--- src/rtl/square_wave_meter_if.sv ---
// Square wave meter bus.
// Groups the measurement controls and results into one bundle.
//   ena           : measurement enable (master -> meter)
//   sig_in        : asynchronous square wave under measurement (master -> meter)
//   prescaler_out : last measured half-period, clk cycles between toggles minus 1
//   meas_valid    : one-cycle pulse when prescaler_out updates
//   locked        : high while the last two measurements are equal
//   timeout       : sticky flag, no edge seen within 2^WIDTH cycles
interface square_wave_meter_if #(
    parameter int WIDTH = 16
);
    logic             ena;
    logic             sig_in;
    logic [WIDTH-1:0] prescaler_out;
    logic             meas_valid;
    logic             locked;
    logic             timeout;

    modport master (
        output ena,
        output sig_in,
        input  prescaler_out,
        input  meas_valid,
        input  locked,
        input  timeout
    );

    modport slave (
        input  ena,
        input  sig_in,
        output prescaler_out,
        output meas_valid,
        output locked,
        output timeout
    );
endinterface

--- src/rtl/square_wave_meter.sv ---
// Square wave half-period meter.
// Synchronizes an asynchronous square wave, detects both edge polarities and
// counts clk cycles between successive edges. Each interval is reported as
// (cycles - 1) with a one-cycle valid pulse; equal consecutive results raise
// locked, and a missing edge for 2^WIDTH cycles raises a sticky timeout.
// Ports:
//   clk : rising-edge clock for all state
//   rst : asynchronous active-high reset
//   bus : square_wave_meter_if.slave (ena, sig_in in; results out)
//
// state   | meaning
// IDLE    | disabled or just enabled; counter cleared
// ARM     | waiting for the first edge to start an interval
// MEASURE | counting cycles since the last edge
module square_wave_meter #(
    parameter int WIDTH       = 16,
    parameter int SYNC_STAGES = 2
) (
    input  logic                clk,
    input  logic                rst,
    square_wave_meter_if.slave  bus
);

    typedef enum logic [1:0] {
        IDLE    = 2'd0,
        ARM     = 2'd1,
        MEASURE = 2'd2
    } state_t;

    logic [SYNC_STAGES-1:0] sync_q;
    logic                   hist_q;
    logic                   synced;
    logic                   sig_edge;

    state_t                 state;
    logic [WIDTH-1:0]       cnt;
    logic [WIDTH-1:0]       prev;
    logic                   prev_exists;
    logic [WIDTH-1:0]       prescaler_q;
    logic                   meas_valid_q;
    logic                   locked_q;
    logic                   timeout_q;

    // Synchronizer and history flop run independently of ena so that the
    // edge detector is already settled when a measurement is enabled.
    always_ff @(posedge clk or posedge rst) begin
        if (rst) begin
            sync_q <= '0;
            hist_q <= 1'b0;
        end else begin
            sync_q <= {sync_q[SYNC_STAGES-2:0], bus.sig_in};
            hist_q <= synced;
        end
    end

    assign synced   = sync_q[SYNC_STAGES-1];
    assign sig_edge = synced ^ hist_q;

    always_ff @(posedge clk or posedge rst) begin
        if (rst) begin
            state        <= IDLE;
            cnt          <= '0;
            prev         <= '0;
            prev_exists  <= 1'b0;
            prescaler_q  <= '0;
            meas_valid_q <= 1'b0;
            locked_q     <= 1'b0;
            timeout_q    <= 1'b0;
        end else if (!bus.ena) begin
            // Disable wins over any coincident edge; the last result is kept.
            state        <= IDLE;
            cnt          <= '0;
            meas_valid_q <= 1'b0;
            locked_q     <= 1'b0;
            timeout_q    <= 1'b0;
            prev_exists  <= 1'b0;
        end else begin
            meas_valid_q <= 1'b0;
            case (state)
                IDLE: begin
                    cnt   <= '0;
                    state <= ARM;
                end
                ARM: begin
                    if (sig_edge) begin
                        cnt   <= '0;
                        state <= MEASURE;
                    end
                end
                MEASURE: begin
                    // An edge on the all-ones cycle is still a valid
                    // measurement, so the edge branch is tested first.
                    if (sig_edge) begin
                        prescaler_q  <= cnt;
                        meas_valid_q <= 1'b1;
                        locked_q     <= prev_exists && (cnt == prev);
                        prev         <= cnt;
                        prev_exists  <= 1'b1;
                        timeout_q    <= 1'b0;
                        cnt          <= '0;
                    end else if (cnt == {WIDTH{1'b1}}) begin
                        timeout_q   <= 1'b1;
                        locked_q    <= 1'b0;
                        prev_exists <= 1'b0;
                        cnt         <= '0;
                        state       <= ARM;
                    end else begin
                        cnt <= cnt + 1'b1;
                    end
                end
                default: begin
                    cnt   <= '0;
                    state <= IDLE;
                end
            endcase
        end
    end

    assign bus.prescaler_out = prescaler_q;
    assign bus.meas_valid    = meas_valid_q;
    assign bus.locked        = locked_q;
    assign bus.timeout       = timeout_q;

endmodule
--- src/flat_wrapper.sv ---
// flat-port wrapper written by rule: the top's interface ports become plain ports
module square_wave_meter_flat 
#(
    parameter int WIDTH       = 16,
    parameter int SYNC_STAGES = 2
)
  (clk, rst, bus_ena, bus_sig_in, bus_prescaler_out, bus_meas_valid, bus_locked, bus_timeout);
  square_wave_meter_if #(.WIDTH(WIDTH)) bus_i ();
  input  logic clk;
  input  logic rst;
  input wire logic [$bits(bus_i.ena)-1:0] bus_ena;
  input wire logic [$bits(bus_i.sig_in)-1:0] bus_sig_in;
  output wire logic [$bits(bus_i.prescaler_out)-1:0] bus_prescaler_out;
  output wire logic [$bits(bus_i.meas_valid)-1:0] bus_meas_valid;
  output wire logic [$bits(bus_i.locked)-1:0] bus_locked;
  output wire logic [$bits(bus_i.timeout)-1:0] bus_timeout;
  assign bus_i.ena = bus_ena;
  assign bus_i.sig_in = bus_sig_in;
  assign bus_prescaler_out = bus_i.prescaler_out;
  assign bus_meas_valid = bus_i.meas_valid;
  assign bus_locked = bus_i.locked;
  assign bus_timeout = bus_i.timeout;
  square_wave_meter #(.WIDTH(WIDTH), .SYNC_STAGES(SYNC_STAGES)) u_core (.clk(clk), .rst(rst), .bus(bus_i));
endmodule
--- config.mk ---
export PLATFORM = sky130hd
export DESIGN_NAME = square_wave_meter_flat
export DESIGN_NICKNAME = d
export VERILOG_FILES = /design/src/rtl/square_wave_meter_if.sv /design/src/rtl/square_wave_meter.sv /design/src/flat_wrapper.sv
export SDC_FILE = /design/constraint.sdc
export NUM_CORES = 1
export LEC_CHECK = 0
export CAP_MARGIN = 25
export CORE_MARGIN = 2
export CORE_UTILIZATION = 40
export CTS_BUF_LIST = sky130_fd_sc_hd__clkbuf_8
export CTS_CLUSTER_SIZE = 28
export DETAILED_ROUTE_END_ITERATION = 16
export SYNTH_ARGS = -nofsm -noshare
export SYNTH_HDL_FRONTEND = slang
export SYNTH_SLANG_ARGS = --single-unit
--- constraint.sdc ---
create_clock -name clk -period 2.1 [get_ports clk]
set_input_delay 0.525 -clock clk [delete_from_list [all_inputs] [get_ports clk]]
set_output_delay 0.525 -clock clk [all_outputs]
set_load 0.03 [all_outputs]
== Yosys cells after proc, flatten, opt, wreduce, memory -nomap -nowiden ==
Index checks and enable logic that the tools add are counted.
Widths: inputs -> output; s select.
Operators by class
  equal/unequal tests: 9
  reductions and logical operators: 5
  multipliers: 0
  add/sub/neg operators: 1
  shift operators: 0
  bitwise operators: 1
  div/mod/pow operators: 0
  order comparisons: 0
  multiplexer cells: 24
Operator list (count)
  $mux 16: 4
  $pmux 16 s2: 1
  $add 16x1->16 const B: 1
  $eq 16x16->1: 1
  $eq 16x16->1 const B: 1
  $mux 1: 14
  $mux 2: 4
  $ne 3x2->1 const B: 2
  $pmux 2 s3: 1
  $reduce_and 3->1: 2
  $ne 3x1->1 const B: 1
  $ne 3x3->1 const B: 1
  $eq 2x1->1 const B: 1
  $eq 2x2->1 const B: 1
  $logic_not 2->1: 1
  $ne 2x1->1 const B: 1
  $reduce_and 2->1: 1
  $logic_and 1x1->1: 1
  $xor 1x1->1: 1
Storage, ports and cells
  memories: 0
  bits in registers: 41
  output and inout bits: 19
  memory bits (writable): 0
  ROM bits: 0
  bits in latches: 0

== Depth between registers and ports, before layout ==
Gate-level depths: netlist of run 1.
  depth after elaboration: 5
  gate-level depth with buffers: 7

== Worst setup path after synthesis of run 1 ==
OpenSTA, ideal clock, no wires.
  path type: register to register
  start: register u_core.cnt[0]
  end: register u_core.locked_q, in the netlist u_core.bus.locked
  arrival time: 1706 ps
  setup slack: 267 ps
  path buffers: 0
  cell stages (with the launch flop): 7
  cells stage by stage: dfrtp_1 ha_1 nand4_1 nor4_2 nand2_1 nand3_1 mux2_1
On the way
  cells in the longest elaborated chain, start to end: 5
Ends and longest elaborated chain
  start, declared: RTL line square_wave_meter.sv:36  | logic [WIDTH-1:0] cnt;
  start signal, assigned: RTL line square_wave_meter.sv:108  | cnt <= cnt + 1'b1;
  $eq 16x16->1: RTL line square_wave_meter.sv:96  | locked_q <= prev_exists && (cnt == prev);
  $logic_and 1x1->1: RTL line square_wave_meter.sv:96
  $mux 1: RTL line square_wave_meter.sv:93  | if (sig_edge) begin
  $mux 1: RTL line square_wave_meter.sv:79  | case (state)
  $mux 1: RTL line square_wave_meter.sv:69  | end else if (!bus.ena) begin
  end signal, assigned: RTL line square_wave_meter.sv:96
  end, declared: RTL line square_wave_meter.sv:41  | logic locked_q;
Parallel ways exist; a longest one is shown, timed or not. The select of a mux whose other input is x is not followed.
A chain may end at the register's enable or synchronous reset.

==> qor.csv, run 1 <==
stage,metric,value,unit
worst_setup_path,cpLargestDelayFamily,buffers and inverters,
placement,place.gp.congestion,0.840,
pwr,seqPwrFrac,0.585,
routing,drcViolationCount,0,
logic_synthesis,ys.flop_type,dfrtp_1,
worst_setup_path,cp-start-kind,register,
pwr,p_int,1060,uW
pwr,powerDensity,542,mW/mm^2
routing,routed_wirelength,4180,um
timing,maxSlewViolCount,0,
timing,hold_ws,0.357,ns
floorplan,die_area,0.00578,sq mm
timing,rsz0062_at_grt,false,
cts,cts_tree,yes,
global_route,grt_remaining_overflow,0,
worst_setup_path,critPathBufInv,1,
global_route,grt_pass1_vias,1444,
logic_synthesis,ys_types,39,
logic_synthesis,syn_area,0.00207,sq mm
pwr,power_switching,317,uW
worst_setup_path,critPathMaxStageDelay,0.69,ns
outcome,outcome,"finished, final reports clean",
worst_setup_path,crit_required,1.57,ns
global_route,grt_max_degree,42,
placement,hpwl,3110,um
cts,cts_max_level,2,
routing,detail_route.wl_per_cell,13.6,um
finish,finalNetCount,242,
logic_synthesis,syn_avg_cell_area,10.4,sq um
cts,hold_buffers,0,
timing,period_share,0.904,
finish,final_cell_mix,"41 x dfrtp_1, 22 x clkdlybuf4s50_1, 21 x buf_4",
pwr,p_total,1380,uW
finish,fillerInstances,474,
cts,postCtsSetupRepairBufs,0,
worst_setup_path,crit_path_max_fanout,3,
cts,clkTransAtPathRegs,0.07,ns
floorplan,io_pins,23,
pwr,swShare,0.230,
timing,hold_violations,0,
min_path,hold_path.class,register to register,
floorplan,die_h,76.0,um
min_path,worstHoldStart,u_core.sync_q[0],
timing,worstMarginPinSlew,0.441,ns
worst_setup_path,cpMaxStageDelayCell,clkdlybuf4s50_1,
global_route,grt_pass1_wl,7180,um
cts,clock-sinks,41,
global_route,antenna_found_initial,0,
logic_synthesis,yosysSeqAreaShare,0.495,
worst_setup_path,worstSetupPathType,register to output port,
cts,clock_latency,0.29,ns
finish,drive_gt1_frac,0.189,
routing,vias_per_cell,4.98,
logic_synthesis,synthCells,200,
finish,diodes,0,
logic_synthesis,yosys_warnings,0,
timing,setup_ws,0.202,ns
timing,layout_min_cycle_time,1.90,ns
timing,fmax,527,MHz
cts,cts_root_buffer,clkbuf_8,
logic_synthesis,ys_async_sr_fraction,1.00,
finish,areaGrowthSynthToFinish,22.9,%
cts,max-clock-path-buffers,2,
routing,drt-pass1-iter-count,4,
worst_setup_path,worstReg2RegStart,u_core.cnt[3],
finish,final_common_cell,dfrtp_1,
pwr,p_leak,0.00113,uW
global_route,grtUsageTotal,0.155,
worst_setup_path,cp-end-kind,output port,
floorplan,row_count,26,
floorplan,die_w,76.0,um
flow_run,max-cap-violations,0,
logic_synthesis,synth_fp_nets,205,
finish,final_cells,308,
worst_setup_path,cp-startpoint,u_core.prev[6],
timing,clock_skew,0.00864,ns
routing,drt_iter0_markers,60,
placement,dp_slack,-0.0633,ns
placement,dp.cells,300,
pwr,ir_drop,0.000377,V
routing,vias,1533,
timing,max_slew_margin,0.704,
pwr,clkPwrFrac,0.345,
floorplan,coreArea,0.00504,sq mm
cts,cts-buffers-inserted,5,
cts,cts_resized,0,
logic_synthesis,yosys_register_bits,41,
logic_synthesis,synth_edf_count,0,
routing,ant_nets,0,
timing,finalSetupViolations,0,
pwr,pwr-share-comb,0.071,
placement,port_buffers,22,
worst_setup_path,cp_cell_sequence,clkdlybuf4s50_1,
floorplan,start_util,0.411,
worst_setup_path,critPathArrivalTime,1.37,ns
[metal layers]
metal  vias up  track usage  wire [um]
met2        25        0.243       1910
met5         -            0          0
met4         0       0.0382         42
met3         6       0.0355        117
li1        772            -          -
met1       730        0.220       2120
[flip-flops by register name, summed over array words and instances, names as in the netlist]
| register | cells |
|---|---|
| u_core.bus.timeout | 1 |
| u_core.state | 2 |
| u_core.hist_q | 1 |
| u_core.prev | 16 |
| u_core.prev_exists | 1 |
| u_core.bus.locked | 1 |
| u_core.sync_q | 2 |
| u_core.bus.meas_valid | 1 |
| u_core.cnt | 16 |
[cell usage after synthesis (all sizes together), types with 5 or more instances]
| cell type | number | share of area |
|---|---|---|
| buf | 6 | 0.019 |
| or3 | 5 | 0.015 |
| nand2 | 17 | 0.031 |
| mux2 | 14 | 0.076 |
| a21oi | 12 | 0.029 |
| xor2 | 7 | 0.030 |
| dfrtp | 41 | 0.49 |
| clkbuf | 8 | 0.025 |
| xnor2 | 14 | 0.063 |
| o21ai | 15 | 0.036 |
| nand4 | 10 | 0.030 |
| nand3 | 12 | 0.035 |
| nor2 | 7 | 0.013 |
| inv | 8 | 0.014 |
[area by class of cell]
cell class / count / area (sq um) / share of cell area
Timing Repair Buffer: 44 / 398 / 0.156
Clock buffer: 5 / 68.8 / 0.0270
Sequential cell: 41 / 1030 / 0.403
Multi-Input combinational cell: 137 / 927 / 0.364
Inverter: 8 / 30.0 / 0.0118
Clock inverter: 3 / 11.3 / 0.00442
Tap cell: 70 / 87.6 / 0.0344
[logic make-up (layout without fill, tap and decap cells)]
group	after synthesis	in the layout	synth area share
compound gates	36	36	0.0966
xor+xnor	21	21	0.0923
fa+ha+maj	1	1	0.00603
buf+inv	22	60	0.0579
flops	41	41	0.495
mux	15	15	0.0809
simple gates	64	64	0.171
[power by group through the flow]
stage / registers (uW) / clock network [uW] / logic, uW
after floorplan: 825 / 0 / 61.0
after global placement: 822 / 0 / 100
after detailed placement: 823 / 0 / 100
after CTS: 807 / 494 / 100
after global routing: 809 / 526 / 109
final: 807 / 476 / 97.8
[metrics by stage]
step / utilization / area [sq um] / setup TNS (ns)
after floorplan: - / 2070 / 0
after global placement: 0.490 / 2470 / -0.164
after detailed placement: 0.490 / 2470 / -0.207
after CTS: 0.505 / 2550 / 0
after global routing: 0.505 / 2550 / 0
final: 0.505 / 2550 / 0
[path summary, 6_finish.rpt]
check                                       end  slack, ns  cells after the start
max                        bus_prescaler_out[6]       0.20                      1
min                            u_core.sync_q[1]       0.36                      0
max reg2reg                      u_core.cnt[14]       0.26                      5
min reg2reg                    u_core.sync_q[1]       0.36                      0
max in group asynchronous        u_core.cnt[13]       1.32                      3
min in group asynchronous         u_core.hist_q       0.59                      3
(Power assumes the default switching activity.)
==> run 2, diff against run 1 <==
--- a/config.mk
+++ b/config.mk
@@ -11,6 +11,7 @@
 export CTS_BUF_LIST = sky130_fd_sc_hd__clkbuf_8
 export CTS_CLUSTER_SIZE = 28
 export DETAILED_ROUTE_END_ITERATION = 16
+export SETUP_SLACK_MARGIN = 0.4
 export SYNTH_ARGS = -nofsm -noshare
 export SYNTH_HDL_FRONTEND = slang
 export SYNTH_SLANG_ARGS = --single-unit
==> run 2 against run 1 <==
Net effect: die area is the same; clock skew shrank 0.0021 ns; largest cell class unchanged; sequential share of layout area shrank 2.4 points.
==> qor.csv, run 2 (synthesis gave the netlist of run 1 again) <==
stage,metric,value,unit
outcome,outcome,"finished, final reports clean",
cts,max-clock-path-buffers,2,
placement,hpwl,3060,um
finish,diodes,0,
finish,final_cell_mix,"37 x dfrtp_1, 29 x buf_4, 19 x dlygate4sd2_1",
worst_setup_path,worstSetupPathType,register to register,
floorplan,die_w,76.0,um
routing,detail_route.wl_per_cell,14.6,um
cts,cts_root_buffer,clkbuf_8,
routing,routed_wirelength,4640,um
global_route,grtUsageTotal,0.172,
floorplan,io_pins,23,
timing,max_slew_margin,0.650,
placement,dp_slack,-0.0138,ns
worst_setup_path,cp-start-kind,register,
pwr,p_leak,0.00133,uW
worst_setup_path,endpoint,u_core.bus.locked,
worst_setup_path,cp-startpoint,u_core.cnt[6],
routing,ant_nets,0,
timing,maxSlewViolCount,0,
cts,clock_latency,0.30,ns
cts,cts_tree,yes,
finish,final_common_cell,dfrtp_1,
placement,place.gp.congestion,0.825,
floorplan,die_area,0.00578,sq mm
routing,drcViolationCount,0,
timing,setup_ws,0.360,ns
timing,fmax,575,MHz
pwr,ir_drop,0.000345,V
worst_setup_path,r2r-end,u_core.bus.locked,
routing,drt-pass1-iter-count,4,
timing,layout_min_cycle_time,1.74,ns
floorplan,row_count,26,
worst_setup_path,r2r_cells,6,
timing,clock_skew,0.00657,ns
timing,finalSetupTns,0,ns
worst_setup_path,critPathArrivalTime,1.98,ns
global_route,grt_pass1_vias,1605,
timing,rsz0062_at_grt,true,
global_route,grt_pass1_wl,7890,um
finish,drive_gt1_frac,0.309,
routing,vias,1636,
finish,finalNetCount,253,
worst_setup_path,cp-end-kind,register,
worst_setup_path,ff2ff_setup_slack,0.36,ns
routing,drt_iter0_markers,97,
timing,finalSetupViolations,0,
cts,hold_buffers,0,
min_path,hold_path.class,register to register,
worst_setup_path,crit_required,2.34,ns
flow_run,max-cap-violations,0,
cts,clkTransAtPathRegs,0.08,ns
placement,port_buffers,22,
global_route,antenna_found_initial,0,
global_route,grt_remaining_overflow,0,
cts,clock-sinks,41,
floorplan,coreArea,0.00504,sq mm
global_route,grt_max_degree,42,
cts,cts-buffers-inserted,5,
cts,cts_max_level,2,
finish,areaGrowthSynthToFinish,31.4,%
timing,period_share,0.828,
timing,hold_violations,0,
timing,worstMarginPinSlew,0.525,ns
pwr,powerDensity,524,mW/mm^2
floorplan,die_h,76.0,um
worst_setup_path,crit_path_max_fanout,6,
finish,largestRegisters,"u_core.cnt: 16 flops, u_core.prev: 16 flops",
floorplan,start_util,0.411,
routing,vias_per_cell,5.13,
worst_setup_path,worstReg2RegStart,u_core.cnt[6],
==> run 2: area by class of cell <==
type | count | area (sq um)
fillers | 468 | 2320
clock inverters | 3 | 17.5
well taps | 70 | 87.6
inverters | 8 | 30.0
multi-input cells | 137 | 1030
flip-flops and latches | 41 | 1030
repair buffers | 55 | 462
clock buffers | 5 | 68.8
==> run 2: report_power, final <==
part           leakage (uW)  switching [uW]  internal [uW]
Combinational      0.000729            59.9           44.5
Clock             0.0000439             288            230
Sequential         0.000557            9.51            798
Total               0.00133             357           1070
==> run 2: how the worst min path moves through the flow <==
| stage | endpoint | cells past startpoint | startpoint | slack, ns |
|---|---|---|---|---|
| 2_1_floorplan | u_core.sync_q[1] | 0 | u_core.sync_q[0] | 0.33 |
| 3_3_place_gp | u_core.sync_q[1] | 0 | u_core.sync_q[0] | 0.34 |
| 3_5_place_dp | u_core.sync_q[1] | 0 | u_core.sync_q[0] | 0.34 |
| 4_1_cts | u_core.sync_q[1] | 0 | u_core.sync_q[0] | 0.36 |
| 5_1_grt | u_core.sync_q[1] | 0 | u_core.sync_q[0] | 0.37 |
| 6_report | u_core.sync_q[1] | 0 | u_core.sync_q[0] | 0.36 |
==> run 2: metal layers <==
layer	vias to the layer above	GRT usage	wire, um
met5	-	0	0
met4	0	0.0527	45
met3	5	0.0427	159
met2	33	0.274	2270
met1	801	0.234	2170
li1	797	-	-
==> run 2: metrics by stage <==
step | instance area [sq um] | utilization | power (uW) | std cells | hold WS, ns
after floorplan | 2080 | - | 886 | 200 | 0.331
after global placement | 2450 | 0.486 | 920 | 298 | 0.339
after detailed placement | 2450 | 0.486 | 921 | 298 | 0.343
after CTS | 2630 | 0.521 | 1440 | 314 | 0.363
after global routing | 2730 | 0.540 | 1500 | 319 | 0.366
final | 2730 | 0.540 | 1430 | 319 | 0.360
==> run 2: what timing repair did <==
action                                  CTS  global route
endpoints found under the setup margin   34            17
pin swaps                                 8             6
endpoints found under the hold margin     0             0
buffers inserted                          7             5
gates resized for setup                  32            21
gates cloned                              1             0
==> run 2: worst max-delay path, stage by stage (launching register included) <==
cell and delay [ns]:
dfrtp_1 0.43, buf_4 0.18, xnor2_1 0.15, nand4_1 0.14, or4_4 0.50, nor4_2 0.13, mux2_1 0.16
==> run 3, diff against run 2 <==
==> constraint.sdc (replaced) <==
create_clock -name clk -period 1.7 [get_ports clk]
set_input_delay 0.425 -clock clk [delete_from_list [all_inputs] [get_ports clk]]
set_output_delay 0.425 -clock clk [all_outputs]
set_load 0.03 [all_outputs]
==> run 3 against run 2 <==
Net effect: final area is 14% higher; critical path depth stayed put; the flow now finishes with violations (negative setup slack); largest power group unchanged; core utilization is 7.6 points higher; die area stayed put.
==> qor.csv, run 3 (synthesis gave the netlist of run 1 again) <==
stage,metric,value,unit
worst_setup_path,critPathArrivalTime,2.00,ns
flow_run,max-cap-violations,0,
finish,final_common_cell,buf_4,
placement,postPlaceCellArea,0.00267,sq mm
finish,final_area,0.00311,sq mm
timing,finalSetupViolations,3,
worst_setup_path,cp-end-kind,register,
cts,cts_root_buffer,clkbuf_8,
routing,routed_wirelength,4930,um
routing,drcViolationCount,0,
timing,worstMarginPinSlew,0.408,ns
placement,hpwl,3310,um
timing,rsz0062_at_grt,true,
worst_setup_path,cp-startpoint,u_core.hist_q,
worst_setup_path,critPathMaxStageDelay,0.55,ns
timing,fmax,565,MHz
worst_setup_path,critPathBufInv,1,
routing,ant_nets,0,
min_path,worstHoldStart,u_core.sync_q[0],
floorplan,die_w,76.0,um
placement,port_buffers,22,
timing,hold_violations,0,
pwr,ir_drop,0.000401,V
timing,layout_min_cycle_time,1.77,ns
timing,period_share,1.04,
floorplan,die_h,76.0,um
finish,areaGrowthSynthToFinish,49.9,%
worst_setup_path,cp_cell_sequence,buf_6 -> xor2_2 -> nand4_1 -> or4_1 -> nor4_2 -> mux2_1,
floorplan,start_util,0.411,
global_route,antenna_found_initial,0,
timing,max_slew_margin,0.726,
cts,clkTransAtPathRegs,0.08,ns
cts,clock_latency,0.29,ns
cts,hold_buffers,0,
finish,final_cell_mix,"42 x buf_4, 38 x dfrtp_1, 25 x buf_6",
worst_setup_path,crit_required,1.93,ns
placement,dp_slack,-0.363,ns
floorplan,io_pins,23,
global_route,grt_pass1_wl,8360,um
timing,maxSlewViolCount,0,
routing,drt-pass1-iter-count,4,
outcome,violations,negative setup slack,
routing,drt_iter0_markers,101,
cts,cts-buffers-inserted,5,
pwr,p_leak,0.00148,uW
pwr,powerDensity,606,mW/mm^2
placement,dp.cells,319,
worst_setup_path,cpLargestDelayFamily,simple AND/OR/NAND/NOR gates,
min_path,hold_path.class,register to register,
finish,final_cells,340,
global_route,grt_pass1_vias,1722,
routing,vias,1708,
cts,max-clock-path-buffers,2,
cts,cts_max_level,2,
global_route,grt_remaining_overflow,0,
finish,finalNetCount,274,
global_route,grt_max_degree,42,
outcome,outcome,finished with violations,
finish,largestRegisters,"u_core.cnt: 16 flops, u_core.prev: 16 flops",
cts,cts_tree,yes,
routing,detail_route.wl_per_cell,14.5,um
finish,drive_gt1_frac,0.485,
floorplan,row_count,26,
routing,vias_per_cell,5.02,
timing,clock_skew,0.00469,ns
worst_setup_path,worstSetupPathType,register to register,
timing,finalSetupTns,-0.181,ns
placement,place.gp.congestion,0.800,
worst_setup_path,cp-start-kind,register,
timing,setup_ws,-0.0709,ns
pwr,p_total,1880,uW
cts,clock-sinks,41,
floorplan,coreArea,0.00504,sq mm
floorplan,die_area,0.00578,sq mm
worst_setup_path,crit_path_max_fanout,2,
global_route,grtUsageTotal,0.179,
worst_setup_path,worstReg2RegStart,u_core.hist_q,
worst_setup_path,cpMaxStageDelayCell,or4_1,
finish,diodes,0,
[run 3: through the flow]
step / hold WS [ns] / util
finish: 0.359 / 0.616
global route: 0.366 / 0.616
CTS: 0.361 / 0.584
detailed placement: 0.350 / 0.529
global placement: 0.337 / 0.529
floorplan: 0.331 / -
[run 3: layout make-up]
type / count / area [sq um]
clock buffers: 7 / 96.3
clock inverters: 1 / 5.00
fillers: 433 / 1930
inverters: 8 / 33.8
multi-input cells: 137 / 1130
flip-flops and latches: 41 / 1030
well taps: 70 / 87.6
repair buffers: 76 / 728
[run 3: power by group]
part / switching (uW) / internal, uW / total [uW]
Clock: 336 / 367 / 703
Sequential: 15.2 / 987 / 1000
Combinational: 91.1 / 88.1 / 179
[run 3: worst paths after layout]
| path | to | slack [ns] | depth (start not counted) |
|---|---|---|---|
| max | u_core.bus.locked | -0.07 | 6 |
| min | u_core.sync_q[1] | 0.36 | 0 |
| max reg2reg | u_core.bus.locked | -0.07 | 6 |
| min reg2reg | u_core.sync_q[1] | 0.36 | 0 |
| max in group asynchronous | u_core.sync_q[1] | 0.97 | 3 |
| min in group asynchronous | u_core.prev[7] | 0.52 | 3 |
[run 3: timing repair]
item,4_1_cts,5_1_grt
gates cloned,1,0
gates resized for setup,156,38
setup endpoints to repair,56,54
buffers inserted,8,4
pin swaps,13,8
[run 3: routing by layer]
| metal | GRT usage | vias to the layer above | wire [um] |
|---|---|---|---|
| met3 | 0.0261 | 5 | 191 |
| met4 | 0.0564 | 0 | 44 |
| met1 | 0.247 | 834 | 2210 |
| met2 | 0.293 | 29 | 2480 |
| li1 | - | 840 | - |
| met5 | 0 | - | 0 |
==> variant (flow settings as in run 1) <==
`WIDTH` is set to 16 in 3 places; all go to 32.
--- a/src/rtl/square_wave_meter_if.sv
+++ b/src/rtl/square_wave_meter_if.sv
@@ -9,3 +9,3 @@
 interface square_wave_meter_if #(
-    parameter int WIDTH = 16
+    parameter int WIDTH = 32
 );
--- a/src/rtl/square_wave_meter.sv
+++ b/src/rtl/square_wave_meter.sv
@@ -15,3 +15,3 @@
 module square_wave_meter #(
-    parameter int WIDTH       = 16,
+    parameter int WIDTH       = 32,
     parameter int SYNC_STAGES = 2
--- a/src/flat_wrapper.sv
+++ b/src/flat_wrapper.sv
@@ -3,3 +3,3 @@
 #(
-    parameter int WIDTH       = 16,
+    parameter int WIDTH       = 32,
     parameter int SYNC_STAGES = 2
Ports: changed (resized bus_prescaler_out); port bits go from 23 to 39. No check against the original RTL was run, so the function may have changed too.
==> variant against run 1 <==
- synthesized area grew 79%
- final area grew 81%
- sequential share of layout area shrank 0.72 points
- sequential power grew 77%
- setup slack lost 0.064 ns
- clock skew shrank 0.0023 ns
- cell count grew 70%
- sequential cell count grew 32
- largest cell class unchanged
- core utilization grew 0.18 points
- register-to-register slack lost 0.10 ns
- total power grew 95%
- combinational power grew 73%
- count of clock-buffer cells in the layout grew 5
- routed wire length grew 100%
==> variant: results (changes against run 1) <==
- Met2 Track Usage GR: 28.7% (+4.4 points)
- P_clk: 1100 uW (+130%)
- Routed WL per cell: 16.1 um (+19%)
- Comb power frac: 6.3% (-0.8 points)
- Sequential element share of the synthesized area: 49.1% (-0.35 points)
- H-tree depth: 3 (+1)
- Largest net degree at the start of global routing: 38 (-9.5%)
- Port Buf Inserts: 38 (+73%)
- Yosys cell types: 43 (+10%)
- End of the critical path: bus_prescaler_out[15]
- Most common library cells after synthesis: 73 x dfrtp_1, 40 x xor2_1, 33 x nor2_1, 21 x mux2_1, 20 x nand3_1
- Drt first-iter violations: 159 (+170%)
- Syn_nets: 355 (+73%)
- Post-DP HPWL: 6.18 mm (+99%)
- Clk_lat worst skew: 0.35 ns (+0.06 ns)
- Nets: 414 (+71%)
- Leakage power: 0.00223 uW (+96%)
- Met2 WL post-DR: 3.89 mm (+100%)
- Layout filler cell count: 879 (+85%)
- R2R depth: 6 (+1)
- Met1 Track Usage GR: 26.4% (+4.4 points)
- Final Wtd Congestion: 0.809 (-3.7%)
- Placed cell area: 0.00442 sq mm (+79%)
- Regs by FF count: u_core.cnt: 32 flops, u_core.prev: 32 flops
- Top cells by area, synth: dfrtp_1 49%, xor2_1 9.4%, mux2_1 6.4%, xnor2_1 3.5%, nor2_1 3.3%
- Total track usage: 18.7% (+3.2 points)
- Via count: 2756 (+80%)
- WL met1: 4.22 mm (+99%)
- Power in combinational cells: 169 uW (+73%)
- Arrival @ worst endpoint: 1.44 ns (+0.07 ns)
- Post-synthesis mux area share: 9.73% (+1.6 points)
- Routed length on met3: 260 um (+120%)
- Global-route wire length before repair: 14.4 mm (+100%)
- Status: completed
- CP Launch Point: u_core.prev[15]
variant: cell types whose count changed in the layout (fill, tap and decap cells not counted), sizes merged, moves of 5 or more:
cell	delta
and4	+7
buf	+11
clkbuf	+5
clkdlybuf4s50	+16
dfrtp	+32
inv	-5
mux2	+16
nand3	+9
nor2	+26
nor4	+10
xor2	+34
variant: final cells by class:
class | count | share of cell area (%)
clock buffers | 10 | 2.98
clock inverters | 6 | 1.25
inverters | 7 | 0.650
multi-input cells | 247 | 37.9
flip-flops and latches | 73 | 39.5
well taps | 111 | 3.01
repair buffers | 71 | 14.7
variant: worst min-delay path by stage:
| stage | start | endpoint | slack [ns] | depth (start not counted) |
|---|---|---|---|---|
| 2_1_floorplan | u_core.sync_q[0] | u_core.sync_q[1] | 0.33 | 0 |
| 5_1_grt | u_core.sync_q[0] | u_core.sync_q[1] | 0.38 | 0 |
| 3_5_place_dp | u_core.sync_q[0] | u_core.sync_q[1] | 0.34 | 0 |
| 3_3_place_gp | u_core.sync_q[0] | u_core.sync_q[1] | 0.34 | 0 |
| 6_report | u_core.sync_q[0] | u_core.sync_q[1] | 0.36 | 0 |
| 4_1_cts | u_core.sync_q[0] | u_core.sync_q[1] | 0.36 | 0 |
variant: per-stage QoR:
| step | cells | setup slack, ns |
|---|---|---|
| 2_1_floorplan | 350 | 0.233 |
| 3_5_place_dp | 509 | -0.191 |
| 4_1_cts | 525 | 0.108 |
| 5_1_grt | 525 | 0.0470 |
| 3_3_place_gp | 509 | -0.163 |
| 6_report | 525 | 0.139 |
variant: kinds of logic after synthesis:
group	Yosys count
flip-flops	73
AND/OR/NAND/NOR	127
multiplexers	32
AO/OA/AOI/OAI	31
adder cells (fa/ha/maj)	1
buffers and inverters	30
XOR/XNOR	56
